File: config.mk
export PLATFORM = sky130hd
export DESIGN_NAME = packetparser
export DESIGN_NICKNAME = d
export VERILOG_FILES = /design/src/rtl/pkt_types_pkg.sv /design/src/rtl/pkt_crc16.sv /design/src/rtl/packetparser.sv
export SDC_FILE = /design/constraint.sdc
export NUM_CORES = 1
export LEC_CHECK = 0
export ABC_AREA = 1
export CAP_MARGIN = 20
export CORE_AREA = 10 10 113 115
export DETAILED_ROUTE_END_ITERATION = 10
export DIE_AREA = 0 0 123 125
export GPL_TIMING_DRIVEN = 0
export PLACE_DENSITY = 0.67
export RECOVER_POWER = 50
export SLEW_MARGIN = 20
export SYNTH_ARGS = -nofsm -noshare
export SYNTH_HDL_FRONTEND = slang
export SYNTH_SLANG_ARGS = --single-unit
File: constraint.sdc
create_clock -name byte_clk -period 3.21 [get_ports byte_clk]
set_input_delay 0.642 -clock byte_clk [delete_from_list [all_inputs] [get_ports byte_clk]]
set_output_delay 0.642 -clock byte_clk [all_outputs]
set_load 0.01 [all_outputs]
File: src/rtl/pkt_types_pkg.sv
// Shared DSI packet definitions: sync byte, data-type codes, FSM states,
// long/short classification and the 24-bit header ECC.
package pkt_types_pkg;

    localparam logic [7:0] SYNC_BYTE     = 8'hB8;
    localparam logic [5:0] DT_EOTP       = 6'h08;
    localparam logic [5:0] DT_DCS_LONG   = 6'h39;
    localparam logic [5:0] DT_DCS_SHORT0 = 6'h05;

    typedef enum logic [3:0] {
        IDLE, DI, WC0, WC1, ECC, PAYLOAD, CS0, CS1, DROP
    } state_t;

    // Long packets have dt[3] set and a non-zero low field.
    function automatic logic is_long(input logic [5:0] dt);
        return dt[3] & (dt[2:0] != 3'd0);
    endfunction

    // Hamming parity over {data1, data0, DI}; bit 0 of DI is header bit 0.
    // Bits [7:6] of the result are always zero.
    function automatic logic [7:0] calc_ecc(input logic [23:0] d);
        logic [7:0] p;
        p    = 8'h00;
        p[0] = ^(d & 24'hF12CB7);
        p[1] = ^(d & 24'hF2555B);
        p[2] = ^(d & 24'h749A6D);
        p[3] = ^(d & 24'hB8E38E);
        p[4] = ^(d & 24'hDF03F0);
        p[5] = ^(d & 24'hEFFC00);
        return p;
    endfunction

endpackage

File: src/rtl/pkt_crc16.sv
// Byte-wide CRC-16 (x^16+x^12+x^5+1, LSB-first, init 16'hFFFF, no final XOR).
// clr reloads the init value and takes priority over en.
module pkt_crc16 (
    input  logic        clk,
    input  logic        rst,
    input  logic        clr,
    input  logic        en,
    input  logic [7:0]  din,
    output logic [15:0] crc
);

    function automatic logic [15:0] crc_byte(input logic [15:0] c, input logic [7:0] b);
        logic [15:0] r;
        r = c ^ {8'h00, b};
        for (int i = 0; i < 8; i++)
            r = r[0] ? ((r >> 1) ^ 16'h8408) : (r >> 1);
        return r;
    endfunction

    // Running CRC register, one byte folded in per enabled cycle.
    always_ff @(posedge clk or posedge rst) begin
        if (rst)      crc <= 16'hFFFF;
        else if (clr) crc <= 16'hFFFF;
        else if (en)  crc <= crc_byte(crc, din);
    end

endmodule

File: src/rtl/packetparser.sv
// Receive-side DSI packet parser for a single byte lane.
// Optional payload CRC check is built when PKTPARSE_CRC_CHECK_EN is defined;
// otherwise crc_err is tied low and only the checksum is captured.
module packetparser
    import pkt_types_pkg::*;
(
    input  logic        byte_clk,
    input  logic        reset,
    input  logic        bytepkt_en,
    input  logic [7:0]  bytepkt,
    output logic        hdr_valid,
    output logic [1:0]  vc,
    output logic [5:0]  dt,
    output logic [15:0] wc,
    output logic        ecc_err,
    output logic        payload_en,
    output logic [7:0]  payload,
    output logic        payload_last,
    output logic        chksum_rdy,
    output logic [15:0] chksum,
    output logic        crc_err,
    output logic        eotp_det,
    output logic        sync_err,
    output logic        trunc_err
);

    state_t      state, nxt;
    logic [15:0] cnt;
    logic        ecc_bad;

    // State register.
    always_ff @(posedge byte_clk or posedge reset) begin
        if (reset) state <= IDLE;
        else       state <= nxt;
    end

    // Next-state logic; a dropped enable inside a packet returns to IDLE.
    always_comb begin
        nxt     = state;
        // calc_ecc leaves [7:6] zero, so a full-byte compare also flags
        // non-zero reserved bits.
        ecc_bad = (bytepkt != calc_ecc({wc, vc, dt}));
        case (state)
            IDLE:    if (bytepkt_en) nxt = (bytepkt == SYNC_BYTE) ? DI : DROP;
            DROP:    if (!bytepkt_en) nxt = IDLE;
            DI:      nxt = bytepkt_en ? WC0 : IDLE;
            WC0:     nxt = bytepkt_en ? WC1 : IDLE;
            WC1:     nxt = bytepkt_en ? ECC : IDLE;
            ECC: begin
                if (!bytepkt_en)      nxt = IDLE;
                else if (!is_long(dt)) nxt = DI;
                else if (wc != 16'd0)  nxt = PAYLOAD;
                else                   nxt = CS0;
            end
            PAYLOAD: begin
                if (!bytepkt_en)      nxt = IDLE;
                else if (cnt == 16'd1) nxt = CS0;
            end
            CS0:     nxt = bytepkt_en ? CS1 : IDLE;
            CS1:     nxt = bytepkt_en ? DI : IDLE;
            default: nxt = IDLE;
        endcase
    end

    // Field capture, payload counter and one-cycle status pulses.
    always_ff @(posedge byte_clk or posedge reset) begin
        if (reset) begin
            vc <= '0; dt <= '0; wc <= '0; ecc_err <= 1'b0; cnt <= '0;
            hdr_valid <= 1'b0; payload_en <= 1'b0; payload <= '0;
            payload_last <= 1'b0; chksum_rdy <= 1'b0; chksum <= 16'hFFFF;
            eotp_det <= 1'b0; sync_err <= 1'b0; trunc_err <= 1'b0;
        end else begin
            hdr_valid    <= 1'b0;
            payload_en   <= 1'b0;
            payload_last <= 1'b0;
            chksum_rdy   <= 1'b0;
            eotp_det     <= 1'b0;
            sync_err     <= 1'b0;
            trunc_err    <= 1'b0;
            case (state)
                IDLE: if (bytepkt_en && bytepkt != SYNC_BYTE) sync_err <= 1'b1;
                DI:   if (bytepkt_en) {vc, dt} <= bytepkt;
                WC0: begin
                    if (bytepkt_en) wc[7:0] <= bytepkt;
                    else            trunc_err <= 1'b1;
                end
                WC1: begin
                    if (bytepkt_en) wc[15:8] <= bytepkt;
                    else            trunc_err <= 1'b1;
                end
                ECC: begin
                    if (bytepkt_en) begin
                        hdr_valid <= 1'b1;
                        ecc_err   <= ecc_bad;
                        eotp_det  <= (dt == DT_EOTP) && !ecc_bad;
                        if (is_long(dt)) cnt <= wc;
                    end else begin
                        trunc_err <= 1'b1;
                    end
                end
                PAYLOAD: begin
                    if (bytepkt_en) begin
                        payload_en   <= 1'b1;
                        payload      <= bytepkt;
                        payload_last <= (cnt == 16'd1);
                        cnt          <= cnt - 16'd1;
                    end else begin
                        trunc_err <= 1'b1;
                        cnt       <= '0;
                    end
                end
                CS0: begin
                    if (bytepkt_en) chksum[7:0] <= bytepkt;
                    else            trunc_err <= 1'b1;
                end
                CS1: begin
                    if (bytepkt_en) begin
                        chksum[15:8] <= bytepkt;
                        chksum_rdy   <= 1'b1;
                    end else begin
                        trunc_err <= 1'b1;
                    end
                end
                default: ;
            endcase
        end
    end

`ifdef PKTPARSE_CRC_CHECK_EN
    logic [15:0] crc_val;

    pkt_crc16 u_crc (
        .clk (byte_clk),
        .rst (reset),
        .clr (state == ECC && bytepkt_en),
        .en  (state == PAYLOAD && bytepkt_en),
        .din (bytepkt),
        .crc (crc_val)
    );

    // With wc==0 the CRC stays at its init value, giving the 16'hFFFF compare.
    always_ff @(posedge byte_clk or posedge reset) begin
        if (reset)                          crc_err <= 1'b0;
        else if (state == CS1 && bytepkt_en) crc_err <= ({bytepkt, chksum[7:0]} != crc_val);
    end
`else
    assign crc_err = 1'b0;
`endif

endmodule

-- After elaboration in Yosys (flattened, before gate mapping)
Cells that the tools add are included.
- bits in registers: 76
- bits of input ports: 11
- output and inout port bits: 57
- logic and storage cells: 90
- add/sub/neg operators: 1
- eq/ne operators: 18
- multiplexer cells: 30
- bitwise gates (word level): 1
- reductions and logical operators: 23
- operators with widths (cell ; number):
    24-bit parity ; 6
    16-bit two-way mux ; 3
    4-bit one-hot mux with 9 select lines ; 1
    16-bit one-hot mux with 2 select lines ; 1
    4-bit two-way mux ; 5
    16-bit by 1-bit == test with 1-bit output, second input constant ; 1
    4-bit by 3-bit == test with 1-bit output, second input constant ; 4
    16-bit nonzero test ; 1
    16-bit by 1-bit subtractor with 16-bit output, second input constant ; 1
    2-bit AND reduction ; 7
    1-bit two-way mux ; 13
    3-bit two-way mux ; 4
    4-bit by 2-bit == test with 1-bit output, second input constant ; 2
    8-bit == test, second input constant ; 1
    2-bit != test, second input constant ; 4
    8-bit by 6-bit != test with 1-bit output ; 1
    8-bit != test, second input constant ; 1
    6-bit by 4-bit == test with 1-bit output, second input constant ; 1
    2-bit two-way mux ; 3
    3-bit AND reduction ; 2
    6-bit OR reduction ; 1
    4-bit by 1-bit == test with 1-bit output, second input constant ; 1
    4-bit == test, second input constant ; 1
    4-bit logical NOT ; 1
    6 further kinds ; 7

-- Depth between registers and ports, before layout
Gate-level depths: netlist of run 1.
- depth after elaboration: 6
- gate-level depth with buffers: 16
- mapped depth without buffers: 15

-- Worst setup path before layout of run 1
No wires, ideal clock.
- path type: register to register
- start: register wc[15]
- end: register ecc_err
- setup time: 0.117 ns
- arrival time: 1.868 ns
- required time: 3.093 ns
- path slack: 1.226 ns
- cell stages (with the launch flop): 16
- path buffers: 1
- period minus slack after synthesis: 1.984 ns
- cell sequence: dfrtp_1 clkbuf_1 inv_1 ha_1 inv_1 nand2_1 nand2_1 inv_1 nand2_1 nand3_1 nand3_1 nand2_1 nor2_1 nand2_1 nor2_1 nor2_1
- cells in the longest elaborated chain, start to end: 2
- elaborated cells on any way between the ends: 6
- classes of those cells: 1 x eq/ne; 5 x reduce/logical
- ends and longest elaborated chain (element ; RTL line ; source):
    start, declared ; packetparser.sv:14 ; output logic [15:0] wc,
    start signal, assigned ; packetparser.sv:88 ; if (bytepkt_en) wc[15:8] <= bytepkt;
    24-bit parity (on tied branches) ; -- ;
    8-bit by 6-bit != test with 1-bit output * ; packetparser.sv:42 ; ecc_bad = (bytepkt != calc_ecc({wc, vc, dt}));
    end signal, assigned ; packetparser.sv:68 ; vc <= '0; dt <= '0; wc <= '0; ecc_err <= 1'b0; cnt <= '0;
    end signal, assigned ; packetparser.sv:94 ; ecc_err <= ecc_bad;
    end, declared ; packetparser.sv:15 ; output logic ecc_err,
Mark *: on every way between the ends. The rest lies on a longest branch, timed or not.
A chain may end at the register's enable or synchronous reset.

-- Final worst setup path of run 1
- start: register state[1]
- end: register cnt[4]
- cells in the longest elaborated chain, start to end: 3
- elaborated cells on any way between the ends: 7
- classes of those cells: 4 x eq/ne; 1 x mux; 2 x reduce/logical
- ends and longest elaborated chain (element ; RTL line ; source):
    start, declared ; packetparser.sv:27 ; state_t state, nxt;
    start signal, assigned ; packetparser.sv:34 ; else state <= nxt;
    4-bit by 3-bit == test with 1-bit output ; packetparser.sv:80 ; case (state)
    2-bit != test (no source line) / 2-bit nonzero test (equally long branches) ; -- ;
    3-bit AND reduction (no source line) ; -- ;
    end signal, assigned ; packetparser.sv:96 ; if (is_long(dt)) cnt <= wc;
    end signal, assigned ; packetparser.sv:106 ; cnt <= cnt - 16'd1;
    end, declared ; packetparser.sv:28 ; logic [15:0] cnt;
Parallel ways exist; a longest one is shown, timed or not.

==> flow_summary_export.csv, run 1 <==
group,metric,value,unit
clock_network,htree_levels,3,
worst_setup_path,crit_fanout,10,
power,power_density,331.1,nW/um^2
clock_network,cts_max_path_buffers,2,
floorplan,row_count,38,
sta,rsz0062_at_grt,"no",
outcome,status,"complete, but fails checks",
cells_and_area,drive_gt1_frac,0.06667,
place,portBuffers,64,
run,drv_cap,1,
synthesis,synthCells,654,
worst_setup_path,criticalPathCategory,"reg2reg",
power,p_int,1374,uW
worst_setup_path,r2r_cells,9,
cells_and_area,diodes,0,
worst_setup_path,critical-path-top-delay-family,"simple AND/OR/NAND/NOR gates",
sta,period_needed,2658,ps
cells_and_area,nFillCells,1046,
sta,fin_ws,552.1,ps
floorplan,core_area,10600,sq um
synthesis,synth-seq-cells,76,
synthesis,yosys_warnings,0,
worst_setup_path,r2r_end,"cnt[4]",
route,vias,4545,
worst_setup_path,r2r-start,"state[1]",
sta,final-hold-violation-count,0,
sta,finClkSkew,8.935,ps
route,wirelength,13.74,mm
worst_setup_path,critPathBufInv,3,
worst_setup_path,setup.worst_path.start_class,"register",
power,p_leak,0.002678,uW
place,place.gp.congestion,0.9271,
synthesis,synthesis.area,4647,sq um
outcome,violations,"capacitance limit, slew limit",
global_routing,grt_max_degree,40,
global_routing,grt_pass1_vias,4496,
clock_network,cts_buffers,9,
global_routing,grt_overflow,0,
route,routedWlPerCell,15.71,um
clock_network,cts-root-buf,"clkbuf_8",
floorplan,die_area,15380,sq um
sta,timing.final.max_slew_violations,38,
clock_network,ctsHoldBuffers,0,
global_routing,grtUsageTotal,0.1799,
clock_network,numClockSinks,76,
synthesis,synth_cell_types,35,
worst_setup_path,crit_required,3500,ps
floorplan,pin_count,68,
floorplan,die_y,125,um
clock_network,clkTransAtPathRegs,90,ps
worst_hold_path,hold-path-cell-count,2,
worst_setup_path,ff2ff_setup_slack,550,ps
power,seqPwrFrac,0.517,
place,place_inst,859,
sta,fmax,376.2,MHz
floorplan,start_util,0.4383,
route,drt_iter0_markers,384,
route,viasPerCell,5.194,
worst_setup_path,crit_chain,"clkbuf_1 > nor3_1 > nand2_1 > clkinvlp_2 > buf_6 > o21ai_2 > o22ai_1 > nand2_1 > o21ai_2",
clock_network,clk_latency,350,ps
power,ir_drop,0.2125,mV
sta,setup_tns,0,ps
synthesis,syn-num-nets,678,
global_routing,antenna_found_initial,0,
power,clockPowerShare,0.407,
cells_and_area,fin_util,0.5333,
synthesis,seq_area_frac_synth,0.4136,
clock_network,cts_resized,0,
global_routing,grt_pass1_wl,22.47,mm
power,combPwrFrac,0.076,
sta,setup_viol,0,
power,p_sw_frac,0.2662,
floorplan,fp.dieW,123,um
cells_and_area,final_common_cell,"nand2_1",
sta,max-slew-margin-rel,-0.1226,
power,switchingPower,498.5,uW
worst_hold_path,hold_end,"chksum[9]",
route,drc,0,
power,fin_total_pwr,1872,uW
worst_setup_path,critPathSlowestCell,"nor3_1",
worst_setup_path,end_kind,"register",
sta,finalCritPeriodShare,0.8280,
worst_setup_path,cpPeakStageDelay,760,ps
clock_network,cts_tree,"built",
worst_hold_path,worstHoldStart,"chksum[9]",
cells_and_area,nNetsFinal,754,
clock_network,cts_setup_buffers,0,
worst_setup_path,crit_arrival,2950,ps
cells_and_area,layout_common_cells,"nand2_1 (214), inv_1 (85), clkdlybuf4s50_1 (62)",
cells_and_area,fin_cells,875,
worst_hold_path,hold_class,"reg2reg",
cells_and_area,syn_to_final_growth,21.67,%
sta,worst-slew-pin-transition,1675,ps
place,pre_cts_ws,777.6,ps
synthesis,syn_avg_cell_area,7.105,sq um
route,final_antenna_net_count,0,
route,dr.pass1.iters,6,
place,dp_hpwl,10.45,mm
logic make-up after synthesis:
family,count (synthesis),synth area share
AOI/OAI and AO/OA,103,0.1201
and+or+nand+nor,330,0.2929
xor gates and xnor gates,24,0.04523
buffers and inverters,107,0.09235
DFF,76,0.4136
adders and majority gates,13,0.03500
other,1,0.0008070
area by class of cell:
class	instances	area [sq um]	share of cell area
multi-input combinational	471	2275	0.4023
sequential	76	1922	0.3399
timing repair buffer	65	660.6	0.1168
inverter	89	336.6	0.05953
tap	140	175.2	0.03098
clock buffer	9	123.9	0.02191
buffer	18	87.58	0.01549
clock inverter	7	73.82	0.01306
worst register-to-register path: stages, from the launching register on:
cell and delay (ps):
dfrtp_1 370, clkbuf_1 170, nor3_1 760, nand2_1 490, clkinvlp_2 310, buf_6 180, o21ai_2 70, o22ai_1 130
nand2_1 80, o21ai_2 50
power groups by stage:
stage	clock (uW)	combinational, uW	sequential (uW)
4_1_cts	768	144	968
6_report	762	142	968
5_1_grt	802	158	969
3_5_place_dp	0	144	986
2_1_floorplan	0	85.6	987
3_3_place_gp	0	137	986
metrics by stage:
| step | cell area [sq um] | hold slack, ps |
|---|---|---|
| floorplan | 4647 | 457.2 |
| global placement | 5463 | 469.1 |
| detailed placement | 5485 | 479.5 |
| CTS | 5683 | 500.6 |
| global route | 5654 | 511.5 |
| finish | 5654 | 496.4 |
synth_stat cells, drive strengths merged:
cell / number / area share
ha: 13 / 0.035
a22oi: 7 / 0.011
o21ai: 68 / 0.075
or2: 2 / 0.0027
a21oi: 20 / 0.022
xnor2: 14 / 0.026
clkinv: 1 / 0.0011
dfstp: 16 / 0.090
xor2: 10 / 0.019
nand4: 9 / 0.012
o211ai: 1 / 0.0016
nand3b: 1 / 0.0016
nor3: 9 / 0.013
o22ai: 4 / 0.0054
o32ai: 1 / 0.0019
conb: 1 / 0.00081
nand2: 214 / 0.17
clkbuf: 8 / 0.0065
a32oi: 1 / 0.0019
o31ai: 1 / 0.0016
nand3: 41 / 0.044
nor2: 54 / 0.045
buf: 10 / 0.014
inv: 88 / 0.071
dfrtp: 60 / 0.32
registers in the layout (all words and copies together) (netlist names), 2 cells and up:
name	count
chksum	16
cnt	16
dt	6
payload	8
state	4
vc	2
wc	16
worst max path at each step:
stage / to / cells after the start / startpoint / slack (ps)
floorplan: chksum_rdy / 1 / reset / 660
global placement: ecc_err / 2 / reset / -610
detailed placement: state[0] / 8 / bytepkt[6] / 780
CTS: ecc_err / 15 / wc[15] / 940
global route: cnt[4] / 9 / state[1] / 370
finish: cnt[4] / 9 / state[1] / 550
metal layers:
metal / up-vias / share of wire / global-route usage
met5: - / 0 / 0
met4: 0 / 0.016 / 0.04935
met3: 19 / 0.091 / 0.06256
met2: 137 / 0.46 / 0.2881
met1: 2161 / 0.43 / 0.2249
li1: 2228 / - / -
Power figures use the tool's default switching activity.
==> run 2: changes to the inputs <==
==> constraint.sdc (replaced) <==
create_clock -name byte_clk -period 2.54 [get_ports byte_clk]
set_input_delay 0.508 -clock byte_clk [delete_from_list [all_inputs] [get_ports byte_clk]]
set_output_delay 0.508 -clock byte_clk [all_outputs]
set_load 0.01 [all_outputs]
==> run 2 against run 1 <==
Against the previous run: the run still ends with capacitance limit, slew limit left; critical path depth increased by 7; register-to-register slack lost 220 ps; combinational power increased by 26%; sequential cell count is the same; critical path type unchanged; critical endpoint is now ecc_err; largest cell class unchanged; largest power group unchanged.
==> flow_summary_export.csv, run 2 (synthesized netlist as in run 1, its figures left out) <==
group,metric,value,unit
outcome,status,"complete, but fails checks",
outcome,violations,"capacitance limit, slew limit",
route,routedWlPerCell,15.74,um
sta,period_needed,2208,ps
cells_and_area,top_regs,"chksum (16), cnt (16), wc (16)",
clock_network,ctsHoldBuffers,0,
global_routing,busiest_layer,"met2",
cells_and_area,layout_common_cells,"nand2_1 (214), inv_1 (85), o21ai_0 (61)",
clock_network,cts_max_path_buffers,2,
floorplan,die_y,125,um
sta,worst-slew-pin-transition,1672,ps
route,viasPerCell,5.182,
floorplan,fp.dieW,123,um
cells_and_area,fin_cells,873,
floorplan,start_util,0.4383,
global_routing,use_met2,0.2881,
worst_setup_path,setup.worst_path.start_class,"register",
sta,finalCritPeriodShare,0.8693,
place,dp_hpwl,10.45,mm
sta,fmax,452.9,MHz
worst_hold_path,hold_end,"trunc_err",
global_routing,grt_overflow,0,
cells_and_area,nFillCells,1043,
cells_and_area,syn_to_final_growth,21.81,%
sta,max-slew-margin-rel,-0.1210,
worst_setup_path,ff2ff_setup_slack,330,ps
route,wirelength,13.75,mm
place,place.gp.congestion,0.9271,
clock_network,cts_setup_buffers,0,
route,dr.pass1.iters,5,
clock_network,htree_levels,3,
clock_network,clk_latency,350,ps
clock_network,numClockSinks,76,
place,portBuffers,64,
route,final_antenna_net_count,0,
global_routing,grt_pass1_wl,22.47,mm
sta,finClkSkew,8.069,ps
sta,fin_ws,331.9,ps
power,fin_total_pwr,2366,uW
floorplan,row_count,38,
clock_network,clkTransAtPathRegs,90,ps
place,place_inst,859,
worst_hold_path,hold_class,"in2reg",
floorplan,die_area,15380,sq um
global_routing,grt_pass1_vias,4496,
worst_hold_path,hold-path-cell-count,2,
global_routing,grtUsageMet3,0.06256,
cells_and_area,nNetsFinal,752,
power,ir_drop,0.2692,mV
worst_setup_path,criticalPathCategory,"reg2reg",
worst_setup_path,r2r_cells,16,
clock_network,cts-root-buf,"clkbuf_8",
sta,timing.final.max_slew_violations,38,
sta,final-hold-violation-count,0,
worst_setup_path,crit_arrival,2450,ps
worst_setup_path,r2r-start,"wc[12]",
cells_and_area,drive_gt1_frac,0.07094,
worst_hold_path,worstHoldStart,"bytepkt_en",
sta,setup_viol,0,
global_routing,grtUsageTotal,0.1799,
sta,rsz0062_at_grt,"no",
cells_and_area,diodes,0,
global_routing,antenna_found_initial,0,
worst_setup_path,crit_fanout,9,
clock_network,cts_resized,0,
global_routing,use_met1,0.2249,
worst_setup_path,r2r_end,"ecc_err",
worst_setup_path,crit_required,2780,ps
global_routing,grt_max_degree,40,
route,drt_iter0_markers,362,
place,pre_cts_ws,241.6,ps
power,power_density,417.9,nW/um^2
run,drv_cap,1,
route,vias,4524,
floorplan,pin_count,68,
floorplan,core_area,10600,sq um
route,drc,0,
cells_and_area,fin_util,0.5339,
power,p_leak,0.002704,uW
cells_and_area,final_common_cell,"nand2_1",
clock_network,cts_buffers,9,
worst_setup_path,end_kind,"register",
clock_network,cts_tree,"built",
[run 2: cell types whose count changed in the layout (fill, tap and decap cells not counted)]
cell             change
buf_2                +2
clkbuf_1             -4
clkdlybuf4s50_1      -7
dlygate4sd3_1        +7
nor3_1               -1
nor3_4               +1
[run 2: worst max path at each step]
stage,to,cells past startpoint,startpoint,slack (ps)
after floorplan,chksum_rdy,1,reset,120
after global placement,ecc_err,2,reset,-1150
after global routing,ecc_err,16,wc[12],150
after detailed placement,state[0],8,bytepkt[6],240
final,ecc_err,16,wc[12],330
after CTS,ecc_err,15,wc[15],270
[run 2: through the flow]
step | cell area, sq um | hold slack (ps) | TNS [ps]
2_1_floorplan | 4647 | 457.2 | 0
3_3_place_gp | 5463 | 469.1 | -75420
3_5_place_dp | 5485 | 479.5 | 0
4_1_cts | 5683 | 391.8 | 0
5_1_grt | 5660 | 377.5 | 0
6_report | 5660 | 381.6 | 0
[run 2: cell type report]
class	count	area, sq um	area share
plain buffers	16	82.58	0.01459
clock buffers	9	123.9	0.02188
clock inverters	7	73.82	0.01304
inverters	89	336.6	0.05946
multi-input cells	471	2286	0.4038
flip-flops and latches	76	1922	0.3395
well taps	140	175.2	0.03095
repair buffers	65	660.6	0.1167
[run 2: worst max-delay path: stages (launching register included)]
cell	delay [ps]
dfrtp_1	480
inv_1	100
ha_1	290
buf_2	220
inv_1	80
nand2_1	60
nand2_1	70
o21ai_0	80
nand2_1	110
inv_1	100
nand2_1	80
nand2_1	70
nand2_1	50
nand2_1	60
nand2_1	50
nor2_1	140
nor2_1	50
[run 2: power breakdown]
part           switching, uW  leakage [uW]  internal [uW]  total [uW]
Combinational            120       0.00164           59.1         179
Sequential              6.65      0.000969           1220        1220
Clock                    503      0.000100            460         963
Total                    630       0.00270           1740        2370
[run 2: per-layer routing]
metal  vias to the layer above  part of all wire  routed length (um)
li1                       2235                 -                   -
met1                      2130              0.44                5983
met2                       142              0.46                6310
met4                         0             0.017                 228
met3                        17             0.089                1222
met5                         -                 0                   0
==> run 3: changes to the inputs <==
--- a/config.mk
+++ b/config.mk
@@ -7,11 +7,13 @@
 export LEC_CHECK = 0
 export ABC_AREA = 1
 export CAP_MARGIN = 20
-export CORE_AREA = 10 10 113 115
+export CELL_PAD_IN_SITES_DETAIL_PLACEMENT = 1
+export CELL_PAD_IN_SITES_GLOBAL_PLACEMENT = 2
+export CORE_AREA = 10 10 134 136
 export DETAILED_ROUTE_END_ITERATION = 10
-export DIE_AREA = 0 0 123 125
+export DIE_AREA = 0 0 144 146
 export GPL_TIMING_DRIVEN = 0
-export PLACE_DENSITY = 0.67
+export PLACE_DENSITY_LB_ADDON = 0.1
 export RECOVER_POWER = 50
 export SLEW_MARGIN = 20
 export SYNTH_ARGS = -nofsm -noshare
==> run 3 against run 2 <==
Against the previous run: global-route usage is 1.6 points lower; routed wire length grew 20%; critical path depth shrank 8; the run still ends with capacitance limit, slew limit left; clock power increased by 34%; largest cell class unchanged; core utilization decreased by 16 points; maximum frequency fell by 2.0%; combinational power rose by 4%; register-to-register slack got worse by 50 ps; non-clock buffer count did not move.
==> flow_summary_export.csv, run 3 (synthesized netlist as in run 1, its figures left out) <==
group,metric,value,unit
power,p_int,2051,uW
clock_network,cts_max_path_buffers,2,
worst_setup_path,crit_fanout,10,
global_routing,grt_max_degree,46,
worst_setup_path,crit_chain,"clkbuf_1 > or2_0 > inv_1 > nand2_1 > nor2_1 > nor2_1 > buf_2 > a22oi_1",
sta,final-hold-violation-count,0,
cells_and_area,nNetsFinal,752,
cells_and_area,drive_gt1_frac,0.07640,
worst_setup_path,endpoint,"cnt[15]",
sta,finalCritPeriodShare,0.8871,
sta,fmax,443.8,MHz
outcome,status,"complete, but fails checks",
clock_network,cts-root-buf,"clkbuf_16",
sta,hold-worst-slack,406.6,ps
worst_setup_path,r2r-start,"state[1]",
power,power_density,462.3,nW/um^2
route,drt_iter0_markers,184,
global_routing,grt_overflow,0,
worst_hold_path,hold_class,"in2reg",
clock_network,clk_latency,350,ps
power,seqPwrFrac,0.453,
worst_setup_path,crit_arrival,2470,ps
worst_setup_path,critPathSlowestCell,"nor2_1",
cells_and_area,nFillCells,1952,
cells_and_area,top_regs,"chksum (16), cnt (16), wc (16)",
place,place.gp.congestion,0.8217,
power,ir_drop,0.2820,mV
sta,setup_viol,0,
power,p_leak,0.002805,uW
run,drv_cap,1,
cells_and_area,diodes,0,
clock_network,cts_setup_buffers,0,
floorplan,die_y,146,um
route,viasPerCell,4.870,
cells_and_area,fin_cells,925,
worst_setup_path,end_kind,"register",
floorplan,core_area,15480,sq um
place,pre_cts_ws,59.41,ps
worst_setup_path,crit_required,2750,ps
power,p_sw_frac,0.2413,
global_routing,antenna_found_initial,0,
floorplan,die_area,21020,sq um
floorplan,pin_count,68,
worst_setup_path,cpPeakStageDelay,500,ps
worst_setup_path,r2r_cells,8,
place,dp_hpwl,12.69,mm
clock_network,cts_buffers,9,
global_routing,grtUsageTotal,0.1644,
worst_setup_path,ff2ff_setup_slack,290,ps
worst_setup_path,cp-startpoint,"state[1]",
route,drc,0,
sta,timing.final.max_slew_violations,1,
sta,max-slew-margin-rel,-0.003557,
clock_network,htree_levels,3,
floorplan,row_count,46,
cells_and_area,fin_util,0.3777,
route,final_antenna_net_count,0,
cells_and_area,syn_to_final_growth,25.85,%
global_routing,grt_pass1_wl,26.90,mm
place,portBuffers,64,
worst_setup_path,crit_top_cell,"nor2_1",
worst_setup_path,criticalPathCategory,"reg2reg",
worst_setup_path,r2r_end,"cnt[15]",
floorplan,fp.dieW,144,um
sta,setup_tns,0,ps
route,vias,4505,
sta,finClkSkew,7.257,ps
clock_network,cts_tree,"built",
sta,fin_ws,286.7,ps
outcome,violations,"capacitance limit, slew limit",
clock_network,clkTransAtPathRegs,60,ps
clock_network,numClockSinks,76,
clock_network,ctsHoldBuffers,0,
clock_network,cts_resized,0,
sta,rsz0062_at_grt,"no",
sta,worst-slew-pin-transition,1497,ps
global_routing,grt_pass1_vias,4872,
sta,period_needed,2253,ps
worst_setup_path,setup.worst_path.start_class,"register",
power,clockPowerShare,0.478,
place,place_inst,911,
power,combPwrFrac,0.069,
cells_and_area,final_common_cell,"nand2_1",
route,routedWlPerCell,17.77,um
route,wirelength,16.44,mm
route,dr.pass1.iters,4,
power,switchingPower,652.5,uW
cells_and_area,layout_common_cells,"nand2_1 (213), inv_1 (85), o21ai_0 (61)",
floorplan,start_util,0.3001,
## run 3: routing by layer
metal | vias up | track usage | wire length, um
met4 | 0 | 0.04801 | 255
li1 | 2226 | - | -
met1 | 2198 | 0.2019 | 7482
met5 | - | 0 | 0
met3 | 20 | 0.03982 | 636
met2 | 61 | 0.2761 | 8062
## run 3: how the worst min path moves through the flow
stage	startpoint	end	cells after the start	slack, ps
after floorplan	state[3]	trunc_err	1	460
after global placement	payload[6]	payload[6]	2	470
after detailed placement	payload[3]	payload[3]	2	480
after CTS	bytepkt_en	trunc_err	2	390
after global routing	bytepkt_en	trunc_err	2	400
final	bytepkt_en	trunc_err	2	410
## run 3: final cells by class
| cell class | instances | area (sq um) | share of cell area |
|---|---|---|---|
| plain buffers | 16 | 82.58 | 0.01412 |
| inverters | 89 | 336.6 | 0.05755 |
| repair buffers | 65 | 668.1 | 0.1142 |
| flip-flops and latches | 76 | 1926 | 0.3293 |
| well taps | 192 | 240.2 | 0.04108 |
| clock inverters | 3 | 17.52 | 0.002995 |
| multi-input cells | 471 | 2296 | 0.3926 |
| clock buffers | 13 | 281.5 | 0.04814 |
## run 3: per-stage QoR
stage	power (uW)	cell area, sq um
global placement	1429	5528
detailed placement	1440	5558
finish	2703	5848
floorplan	1355	4647
CTS	2752	5857
global route	2827	5848
## run 3: worst max-delay path, delay by kind of cell, from the launching register on
kind                   cells  cell delay (ps)
AND/OR/NAND/NOR            4              930
buffers and inverters      3              720
flip-flops                 1              320
AO/OA/AOI/OAI              1              130
## run 3: power groups by stage
stage	Clock, uW	Sequential, uW	Combinational, uW
CTS	1330	1230	195
detailed placement	0	1250	194
global route	1390	1230	214
finish	1290	1230	187
floorplan	0	1250	108
global placement	0	1250	182
